**src/rtl/sub_pkg.sv**
```systemverilog
// Shared types and helpers for the bit-serial subtractor.
//   state_t  : FSM encoding (IDLE/RUN/DONE), 2 bits, code 2'b11 unused
//   sub_ref  : golden (w+1)-bit difference (a - b) mod 2^(w+1), w <= MAX_W
package sub_pkg;

  localparam int MAX_W = 32;

  typedef enum logic [1:0] {
    IDLE = 2'd0,
    RUN  = 2'd1,
    DONE = 2'd2
  } state_t;

  function automatic logic [MAX_W:0] sub_ref(input logic [MAX_W-1:0] a,
                                             input logic [MAX_W-1:0] b,
                                             input int w);
    logic [MAX_W:0] d;
    logic [MAX_W:0] mask;
    d    = {1'b0, a} - {1'b0, b};
    mask = ({{MAX_W{1'b0}}, 1'b1} << (w + 1)) - 1'b1;
    return d & mask;
  endfunction

endpackage

```
**src/rtl/serial_ripple_sub_if.sv**
```systemverilog
// Operand/result handshake bundle for serial_ripple_sub.
//   in_valid/in_ready/a/b          : operand channel (producer -> block)
//   out_valid/out_ready/result/zero: result channel  (block -> consumer)
// master: producer/consumer side; slave: the subtractor.
interface serial_ripple_sub_if #(parameter int WIDTH = 8);
  logic             in_valid;
  logic             in_ready;
  logic [WIDTH-1:0] a;
  logic [WIDTH-1:0] b;
  logic             out_valid;
  logic             out_ready;
  logic [WIDTH:0]   result;
  logic             zero;

  modport master (output in_valid, a, b, out_ready,
                  input  in_ready, out_valid, result, zero);
  modport slave  (input  in_valid, a, b, out_ready,
                  output in_ready, out_valid, result, zero);
endinterface

```
**src/rtl/serial_ripple_sub_full_sub.sv**
```systemverilog
// One-bit full subtractor: a - b - borrow_in.
//   diff       : difference bit
//   borrow_out : borrow into the next more significant bit
// Two half-subtractor stages joined by an OR, same shape as the full_add cell.
module full_sub (
  output logic diff,
  output logic borrow_out,
  input  logic borrow_in,
  input  logic a,
  input  logic b
);
  logic d1, b1, b2;

  assign d1         = a ^ b;
  assign b1         = ~a & b;
  assign diff       = d1 ^ borrow_in;
  assign b2         = ~d1 & borrow_in;
  assign borrow_out = b1 | b2;
endmodule

```
**src/rtl/serial_ripple_sub.sv**
```systemverilog
// Bit-serial two's-complement subtractor: result = (a - b) mod 2^(WIDTH+1),
// one bit per clock through a single full_sub cell and a registered borrow.
//   clk, rst_n : clock, async active-low reset
//   bus        : serial_ripple_sub_if slave (operand in, result out)
// Operands are captured on acceptance; out_valid rises WIDTH edges later and
// the result is held until taken. result[WIDTH] is the final borrow (b > a).
module serial_ripple_sub
  import sub_pkg::*;
#(
  parameter  int WIDTH = 8,
  localparam int CW    = $clog2(WIDTH)
) (
  input logic                  clk,
  input logic                  rst_n,
  serial_ripple_sub_if.slave   bus
);

  state_t           st, st_nxt;
  logic [WIDTH-1:0] a_sr, b_sr, diff;
  logic             borrow;
  logic [CW-1:0]    cnt;
  logic [WIDTH:0]   res_q;
  logic             zero_q, ov_q;
  logic             d, bout;
  logic             accept, fire, last;
  logic [WIDTH:0]   res_nxt;

  full_sub u_cell (
    .diff       (d),
    .borrow_out (bout),
    .borrow_in  (borrow),
    .a          (a_sr[0]),
    .b          (b_sr[0])
  );

  assign last    = (st == RUN) && (cnt == CW'(WIDTH - 1));
  // Final word includes the bit being produced on this edge.
  assign res_nxt = {bout, d, diff[WIDTH-1:1]};

  // State register
  always_ff @(posedge clk or negedge rst_n) begin
    if (!rst_n) st <= IDLE;
    else        st <= st_nxt;
  end

  // Next-state logic; unused code 2'b11 falls back to IDLE
  always_comb begin
    st_nxt = IDLE;
    case (st)
      IDLE:    st_nxt = bus.in_valid ? RUN : IDLE;
      RUN:     st_nxt = last ? DONE : RUN;
      DONE:    st_nxt = (ov_q && bus.out_ready) ? IDLE : DONE;
      default: st_nxt = IDLE;
    endcase
  end

  // Output / handshake decode
  always_comb begin
    bus.in_ready  = (st == IDLE);
    accept        = bus.in_valid && (st == IDLE);
    fire          = ov_q && bus.out_ready && (st == DONE);
    bus.out_valid = ov_q;
    bus.result    = res_q;
    bus.zero      = zero_q;
  end

  // Datapath: shift registers, borrow flop, counter, result holding
  always_ff @(posedge clk or negedge rst_n) begin
    if (!rst_n) begin
      a_sr   <= '0;
      b_sr   <= '0;
      diff   <= '0;
      borrow <= 1'b0;
      cnt    <= '0;
      res_q  <= '0;
      zero_q <= 1'b0;
      ov_q   <= 1'b0;
    end else if (accept) begin
      a_sr   <= bus.a;
      b_sr   <= bus.b;
      diff   <= '0;
      borrow <= 1'b0;
      cnt    <= '0;
    end else if (st == RUN) begin
      a_sr   <= a_sr >> 1;
      b_sr   <= b_sr >> 1;
      diff   <= {d, diff[WIDTH-1:1]};
      borrow <= bout;
      cnt    <= cnt + CW'(1);
      if (last) begin
        res_q  <= res_nxt;
        zero_q <= (res_nxt == '0);
        ov_q   <= 1'b1;
      end
    end else if (fire) begin
      ov_q <= 1'b0;
    end
  end

endmodule

```
**src/flat_wrapper.sv**
```systemverilog
// flat-port wrapper written by rule: the top's interface ports become plain ports
module serial_ripple_sub_flat import sub_pkg::*;
#(
  parameter  int WIDTH = 8,
  localparam int CW    = $clog2(WIDTH)
)
  (clk, rst_n, bus_in_valid, bus_a, bus_b, bus_out_ready, bus_in_ready, bus_out_valid, bus_result, bus_zero);
  serial_ripple_sub_if #(.WIDTH(WIDTH)) bus_i ();
  input logic clk;
  input logic rst_n;
  input wire logic [$bits(bus_i.in_valid)-1:0] bus_in_valid;
  input wire logic [$bits(bus_i.a)-1:0] bus_a;
  input wire logic [$bits(bus_i.b)-1:0] bus_b;
  input wire logic [$bits(bus_i.out_ready)-1:0] bus_out_ready;
  output wire logic [$bits(bus_i.in_ready)-1:0] bus_in_ready;
  output wire logic [$bits(bus_i.out_valid)-1:0] bus_out_valid;
  output wire logic [$bits(bus_i.result)-1:0] bus_result;
  output wire logic [$bits(bus_i.zero)-1:0] bus_zero;
  assign bus_i.in_valid = bus_in_valid;
  assign bus_i.a = bus_a;
  assign bus_i.b = bus_b;
  assign bus_i.out_ready = bus_out_ready;
  assign bus_in_ready = bus_i.in_ready;
  assign bus_out_valid = bus_i.out_valid;
  assign bus_result = bus_i.result;
  assign bus_zero = bus_i.zero;
  serial_ripple_sub #(.WIDTH(WIDTH)) u_core (.clk(clk), .rst_n(rst_n), .bus(bus_i));
endmodule
```
**config.mk**
```make
export PLATFORM = sky130hd
export DESIGN_NAME = serial_ripple_sub_flat
export DESIGN_NICKNAME = d
export VERILOG_FILES = /design/src/rtl/sub_pkg.sv /design/src/rtl/serial_ripple_sub_if.sv /design/src/rtl/serial_ripple_sub_full_sub.sv /design/src/rtl/serial_ripple_sub.sv /design/src/flat_wrapper.sv
export SDC_FILE = /design/constraint.sdc
export NUM_CORES = 1
export LEC_CHECK = 0
export CAP_MARGIN = 20
export CORE_MARGIN = 2
export CORE_UTILIZATION = 40
export CTS_BUF_LIST = sky130_fd_sc_hd__clkbuf_8
export DETAILED_ROUTE_END_ITERATION = 8
export SKIP_LAST_GASP = 1
export SLEW_MARGIN = 0
export SYNTH_ARGS = -nofsm -noshare
export SYNTH_HDL_FRONTEND = slang
export SYNTH_HIERARCHICAL = 1
export SYNTH_SLANG_ARGS = --single-unit
```
**constraint.sdc**
```tcl
create_clock -name clk -period 5.1 [get_ports clk]
set_input_delay 1.02 -clock clk [delete_from_list [all_inputs] [get_ports clk]]
set_output_delay 1.02 -clock clk [all_outputs]
set_load 0.02 [all_outputs]
```
==> qor.csv <==
metric;value;unit
drt first-iter violations;113;
Row Count;23;
Tot GR Track Use;15.1;%
beginning of the worst hold path;u_core/b_sr[1]$_DFFE_PN0P_;
Period Utilization, post-route;48.9;%
max frequency;401;MHz
TritonCTS clock tree;yes;
adder and majority gate portion of the synthesized area;2.59;%
Worst Setup Path Type;reg2out;
horizontal die dimension;70.0;um
count of cell types in the netlist;24;
Static Leak;1.01;nW
count of placed standard cells including taps;247;
fin worst setup slack;2.61;ns
vias after detailed routing;1305;
number of register bits inferred by synthesis;40;
Max VDD drop;251;uV
number of failing setup endpoints in the final timing report;0;
register share of total power;42.5;%
total negative slack;0;ns
Slew headroom;31.9;%
PortBufs;31;
Routed WL;3310;um
maximum number of pins on one net before global-route repair;41;
Clock Path Buffers;2;
DPL Wire Length;2150;um
kind of cell adding the most delay to the critical path;buffers and inverters;
Synth Area in Compound Gates;7.19;%
worst min path class;reg2reg;
number of max-slew violations in the final report;0;
power per unit of standard cell area;617;nW/um^2
combinational family with the most area after synthesis;simple AND/OR/NAND/NOR gates;
Worst Max-Slew Pin Slew;1.02;ns
DR top layer;met4;
CP Data Required Time;4.08;ns
Post-Synthesis Cell Area;1740;sq um
highest fanout seen on the critical path;8;
reported net switching power;0.000507;W
total buffers and inverters traversed by the critical path;1;
Worst setup SP type;flip-flop;
Comb power frac;41.8;%
level count of the clock H-tree;2;
global placement routability congestion;0.735;
Residual DRC;0;
core box area;4090;sq um
internal power;0.000811;W
number of primary I/O pins;32;
number of warnings reported in the yosys synthesis log;6;
synth-to-layout area growth;22.6;%
height of the chip;70.0;um
crit path cell chain;nor2_1 -> clkdlybuf4s50_1;
layout cells sized above 1;8.78;%
vias in the first global route;1242;
effective utilization at floorplan;42.6;%
total nets after synthesis;200;
total of cells resized after clock tree synthesis;0;
clock insertion delay at the later pin of the skew report;0.29;ns
Critical Path Start;u_core/st[0]$_DFF_PN0_;
total CTS buffers;5;
count of hold buffers inserted by post-cts repair;0;
antenna violations before repair;0;
multiplexer share of the synthesized area;5.82;%
worst endpoint data arrival time;1.47;ns
count of buffers added by post-CTS timing repair for setup;0;
total die area;4890;sq um
total number of clock tree sinks;40;
total length of routed met3 wires;199;um
power share of the clock group;15.7;%
xor/xnor share of the synthesized area;0;%
area share of and/or/nand/nor cells after synthesis;21.9;%
portion of the post-synthesis area used by sequential elements;57.5;%
worst slack at placement;2.64;ns
non-filler instance count after layout;255;
sum of internal, switching and leakage power;0.00132;W
kind of end point of the critical path;output pin;
post-detailed-route wirelength per cell;13.0;um
R2R Path Start;u_core/a_sr[0]$_DFFE_PN0P_;
MaxCap Viol Count;0;
Net Sw Frac;38.5;%
number of nets with antenna violations after routing;0;
sum of met2 wire segment lengths after detailed routing;1530;um
first-pass GRT wire length;5910;um
Avg Synthesized Cell Area;9.83;sq um
RSZ-0062 raised after global routing;false;
reg2reg setup slack;3.34;ns
overflow left after global routing;0;
Clk pin slew, worst setup/hold paths;0.07;ns
maximum cell stage delay along the critical path;0.60;ns
total inserted antenna cells;0;
vias per cell;5.12;
gate count of the mapped netlist;177;
status;complete, no violations;
post-layout min period;2.49;ns
DRT Pass-1 Iters;5;
Post-Route M1 WL;1560;um
Critical Path Slowest Stage Cell;sky130_fd_sc_hd__clkdlybuf4s50_1;
final hold vios;0;
net count reported at finish;227;
clk_skew;0.00493;ns
root cell of the clock tree;sky130_fd_sc_hd__clkbuf_8;
-- power groups by stage --
stage	clock (W)	sequential, W	combinational, W
after detailed placement	0	0.000565	0.000554
after floorplan	0	0.000583	0.000363
after global placement	0	0.000558	0.000540
after global routing	0.000231	0.000579	0.000634
final	0.000207	0.000560	0.000550
after CTS	0.000215	0.000559	0.000556
-- sequential cells by signal (all words and copies together) (netlist names) --
register	count
u_core/bus.zero	1
u_core/b_sr	8
u_core/diff	7
u_core/a_sr	8
u_core/bus.result	9
u_core/bus.out_valid	1
u_core/borrow	1
u_core/cnt	3
u_core/st	2
-- area by class of cell --
class,count,area (sq um)
Clock buffer,6,82.6
Clock inverter,2,7.51
Fill cell,365,1950
Inverter,4,15.0
Multi-Input combinational cell,121,653
Sequential cell,40,1000
Tap cell,50,62.6
Timing Repair Buffer,32,313
-- path summary, 6_finish.rpt --
| kind | cells after the start | end |
|---|---|---|
| min reg2reg | 2 | u_core/b_sr[0]$_DFFE_PN0P_ |
| max reg2reg | 4 | u_core/bus.zero$_DFFE_PN0P_ |
| min | 2 | u_core/b_sr[0]$_DFFE_PN0P_ |
| min in group asynchronous | 1 | u_core/bus.result[5]$_DFFE_PN0P_ |
| max | 2 | bus_in_ready |
| max in group asynchronous | 1 | u_core/bus.zero$_DFFE_PN0P_ |
-- layout by cell type (no fill, tap or decap), drive strengths merged --
cell / instances
a21oi: 2
a22o: 1
a22oi: 3
a31oi: 11
buf: 2
clkbuf: 6
clkdlybuf4s50: 30
dfrtp: 40
fa: 1
ha: 2
inv: 6
mux2: 9
nand2: 52
nand2b: 1
nand3: 16
nand3b: 1
nor2: 13
nor2b: 1
nor3: 1
nor3b: 1
nor4: 1
o21ai: 3
or3b: 1
or4: 1
-- logic make-up after synthesis --
logic type	count (synthesis)
DFF	40
buffers and inverters	16
adders and majority gates	3
AOI/OAI and AO/OA	20
and+or+nand+nor	89
muxes	9
-- cell usage after synthesis --
master | count | area, sq um
sky130_fd_sc_hd__nand2_1 | 52 | 195
sky130_fd_sc_hd__dfrtp_1 | 40 | 1000
sky130_fd_sc_hd__nand3_1 | 16 | 80.1
sky130_fd_sc_hd__nor2_1 | 13 | 48.8
sky130_fd_sc_hd__a31oi_1 | 11 | 68.8
sky130_fd_sc_hd__buf_2 | 9 | 45.0
sky130_fd_sc_hd__mux2_2 | 9 | 101
sky130_fd_sc_hd__inv_1 | 4 | 15.0
sky130_fd_sc_hd__a22oi_1 | 3 | 22.5
sky130_fd_sc_hd__o21ai_0 | 3 | 15.0
sky130_fd_sc_hd__a21oi_1 | 2 | 10.0
sky130_fd_sc_hd__buf_6 | 2 | 22.5
sky130_fd_sc_hd__ha_1 | 2 | 25.0
sky130_fd_sc_hd__a22o_1 | 1 | 8.76
sky130_fd_sc_hd__clkbuf_1 | 1 | 3.75
sky130_fd_sc_hd__fa_1 | 1 | 20.0
sky130_fd_sc_hd__nand2b_1 | 1 | 6.26
sky130_fd_sc_hd__nand3b_1 | 1 | 7.51
sky130_fd_sc_hd__nor2b_1 | 1 | 6.26
sky130_fd_sc_hd__nor3_1 | 1 | 5.00
sky130_fd_sc_hd__nor3b_1 | 1 | 7.51
sky130_fd_sc_hd__nor4_1 | 1 | 6.26
sky130_fd_sc_hd__or3b_4 | 1 | 11.3
sky130_fd_sc_hd__or4_1 | 1 | 7.51
-- metal layers --
layer	vias up	track usage (%)
met5	-	0
li1	645	-
met4	0	6.20
met2	41	21.9
met1	617	20.5
met3	2	5.63
-- through the flow --
| stage | util (%) | hold WS [ns] | area (sq um) |
|---|---|---|---|
| floorplan | - | 0.462 | 1740 |
| global placement | 50.0 | 0.475 | 2040 |
| detailed placement | 50.0 | 0.481 | 2040 |
| CTS | 52.2 | 0.499 | 2130 |
| global route | 52.2 | 0.524 | 2130 |
| finish | 52.2 | 0.499 | 2130 |
-- worst reg2reg max path, delay by kind of cell, from the launching register on --
kind / cells / cell delay (ns)
adder cells (fa/ha/maj): 1 / 0.52
AO/OA/AOI/OAI: 1 / 0.15
flip-flops: 1 / 0.40
AND/OR/NAND/NOR: 2 / 0.63
Note: power is estimated with default switching activity, not from simulation.
==> patch, RTL diff (config.mk and constraints unchanged) <==
Encoding of `state_t`: now one-hot (3 bits for 3 states).
--- a/src/rtl/sub_pkg.sv
+++ b/src/rtl/sub_pkg.sv
@@ -7,6 +7,6 @@
 
-  typedef enum logic [1:0] {
-    IDLE = 2'd0,
-    RUN  = 2'd1,
-    DONE = 2'd2
+  typedef enum logic [2:0] {
+    IDLE = 3'b001,
+    RUN  = 3'b010,
+    DONE = 3'b100
   } state_t;
Behaviour: same outputs for any inputs over 10 cycles, from zero or initial values and one cycle with rst_n low; not proved beyond that.
==> patch against the unedited design <==
  * Register-to-register slack got worse by 0.14 ns
  * Critical path depth increased by 1
  * Wire length increased by 7.6%
  * Design area increased by 5.5%
  * Fmax decreased by 9.8%
  * Synthesized area increased by 8.8%
  * Global-route usage increased by 0.20 points
  * First-iteration DRC count decreased by 19%
  * Sequential cell count increased by 1
  * Power decreased by 21%
  * Sequential share of layout area decreased by 1.3 points
  * Setup slack got worse by 0.27 ns
  * Clock skew about the same
  * Hold slack got worse by 0.0017 ns
  * Largest cell class unchanged
  * Largest power group unchanged
  * Highest routed layer unchanged
==> patch: results (changes against the unedited design) <==
metric,value,unit,change
RR Endpoint,u_core/b_sr[7]$_DFFE_PN0P_,,
metal2 WL,1.69,mm,+10%
CP arrival,1.75,ns,+0.28 ns
Initial DRT Pass Iterations,4,,-1
final net count,229,,+0.88%
Reg2Reg Depth,3,,-1
Post-Layout Cell Count,261,,+2.4%
placed cells,253,,+2.4%
cell count after synthesis,181,,+2.3%
"top cells by count, synth","dfrtp_1, nand2_1, a21oi_1",,
vias post-DR,1358,,+4.1%
largest net degree at the start of global routing,42,,+2.4%
M1 WL,1.66,mm,+6.1%
GRT Resource Usage Total,15.3,%,+0.20 points
P_leak,0.994,nW,-1.2%
placed instance area,2150,sq um,+5.1%
status,completed,,
drt total wl,3.56,mm,+7.6%
DR iter-0 viols,91,,-19%
HPWL after DPL,2.28,mm,+6.1%
Worst slew margin,30.2,%,-1.6 points
Critical Path Max Stage Delay,0.64,ns,+0.04 ns
RD Place Congestion,0.703,,-4.4%
share of cells above drive strength 1,14.0,%,+5.2 points
"Seq/Total Area, Yosys",54.3,%,-3.2 points
minimum hold slack,0.497,ns,-0.00173 ns
Synth cell types,31,,+29%
net switching power,362,uW,-29%
ranking of synthesized cells by area,"dfrtp_1, a21oi_1, nand2_1, mux2_2, buf_6",,
hold_sp,u_core/a_sr[1]$_DFFE_PN0P_,,
Clock Skew,0.00452,ns,-0.000410 ns
r2r setup slk,3.20,ns,-0.14 ns
VDD IR max,0.000187,V,-26%
worst hold path endpoint,u_core/a_sr[0]$_DFFE_PN0P_,,
[patch: metrics by stage]
step                total power, mW  setup WS, ns
floorplan                     0.761          2.94
global placement              0.806          2.51
detailed placement            0.820          2.45
CTS                            1.05          2.31
global route                   1.12          2.25
finish                         1.04          2.33
[patch: cell type report]
class	instances	share of cell area, %
sequential	41	45.6
multi-input combinational	121	32.3
timing repair buffer	31	13.6
clock buffer	7	4.28
tap	54	3.00
inverter	6	1.00
clock inverter	1	0.222
[patch: layer usage]
metal  global-route usage, %  vias up
li1                        -      665
met1                    18.7      654
met2                    25.5       35
met3                    4.56        4
met4                    6.17        0
met5                       0        -
[patch: worst max-delay path by stage]
stage / start / endpoint / depth (start not counted)
floorplan: u_core/st[0]$_DFF_PN1_ / bus_in_ready / 3
global placement: bus_in_valid / u_core/a_sr[7]$_DFFE_PN0P_ / 4
detailed placement: bus_in_valid / u_core/a_sr[7]$_DFFE_PN0P_ / 4
global route: u_core/st[0]$_DFF_PN1_ / bus_in_ready / 3
finish: u_core/st[0]$_DFF_PN1_ / bus_in_ready / 3
CTS: u_core/st[0]$_DFF_PN1_ / bus_in_ready / 3
[patch: power by group through the flow]
stage	combinational [mW]	sequential, mW	clock, mW
finish	0.333	0.479	0.227
global route	0.378	0.495	0.250
CTS	0.338	0.478	0.239
detailed placement	0.336	0.484	0
global placement	0.327	0.479	0
floorplan	0.302	0.458	0
[patch: kinds of logic (layout without fill, tap and decap cells)]
group	count (synthesis)	in the layout	share of synthesized area, %
compound gates	46	46	14.6
xor+xnor	1	1	0.463
fa+ha+maj	3	3	2.38
buf+inv	19	45	7.34
flops	41	41	54.3
mux	9	9	5.35
simple gates	62	62	15.6
[patch: worst max-delay path, delay by kind of cell, from the launching register on]
family	cells	cell delay, ns
buffers and inverters	2	0.71
DFF	1	0.64
and+or+nand+nor	1	0.12
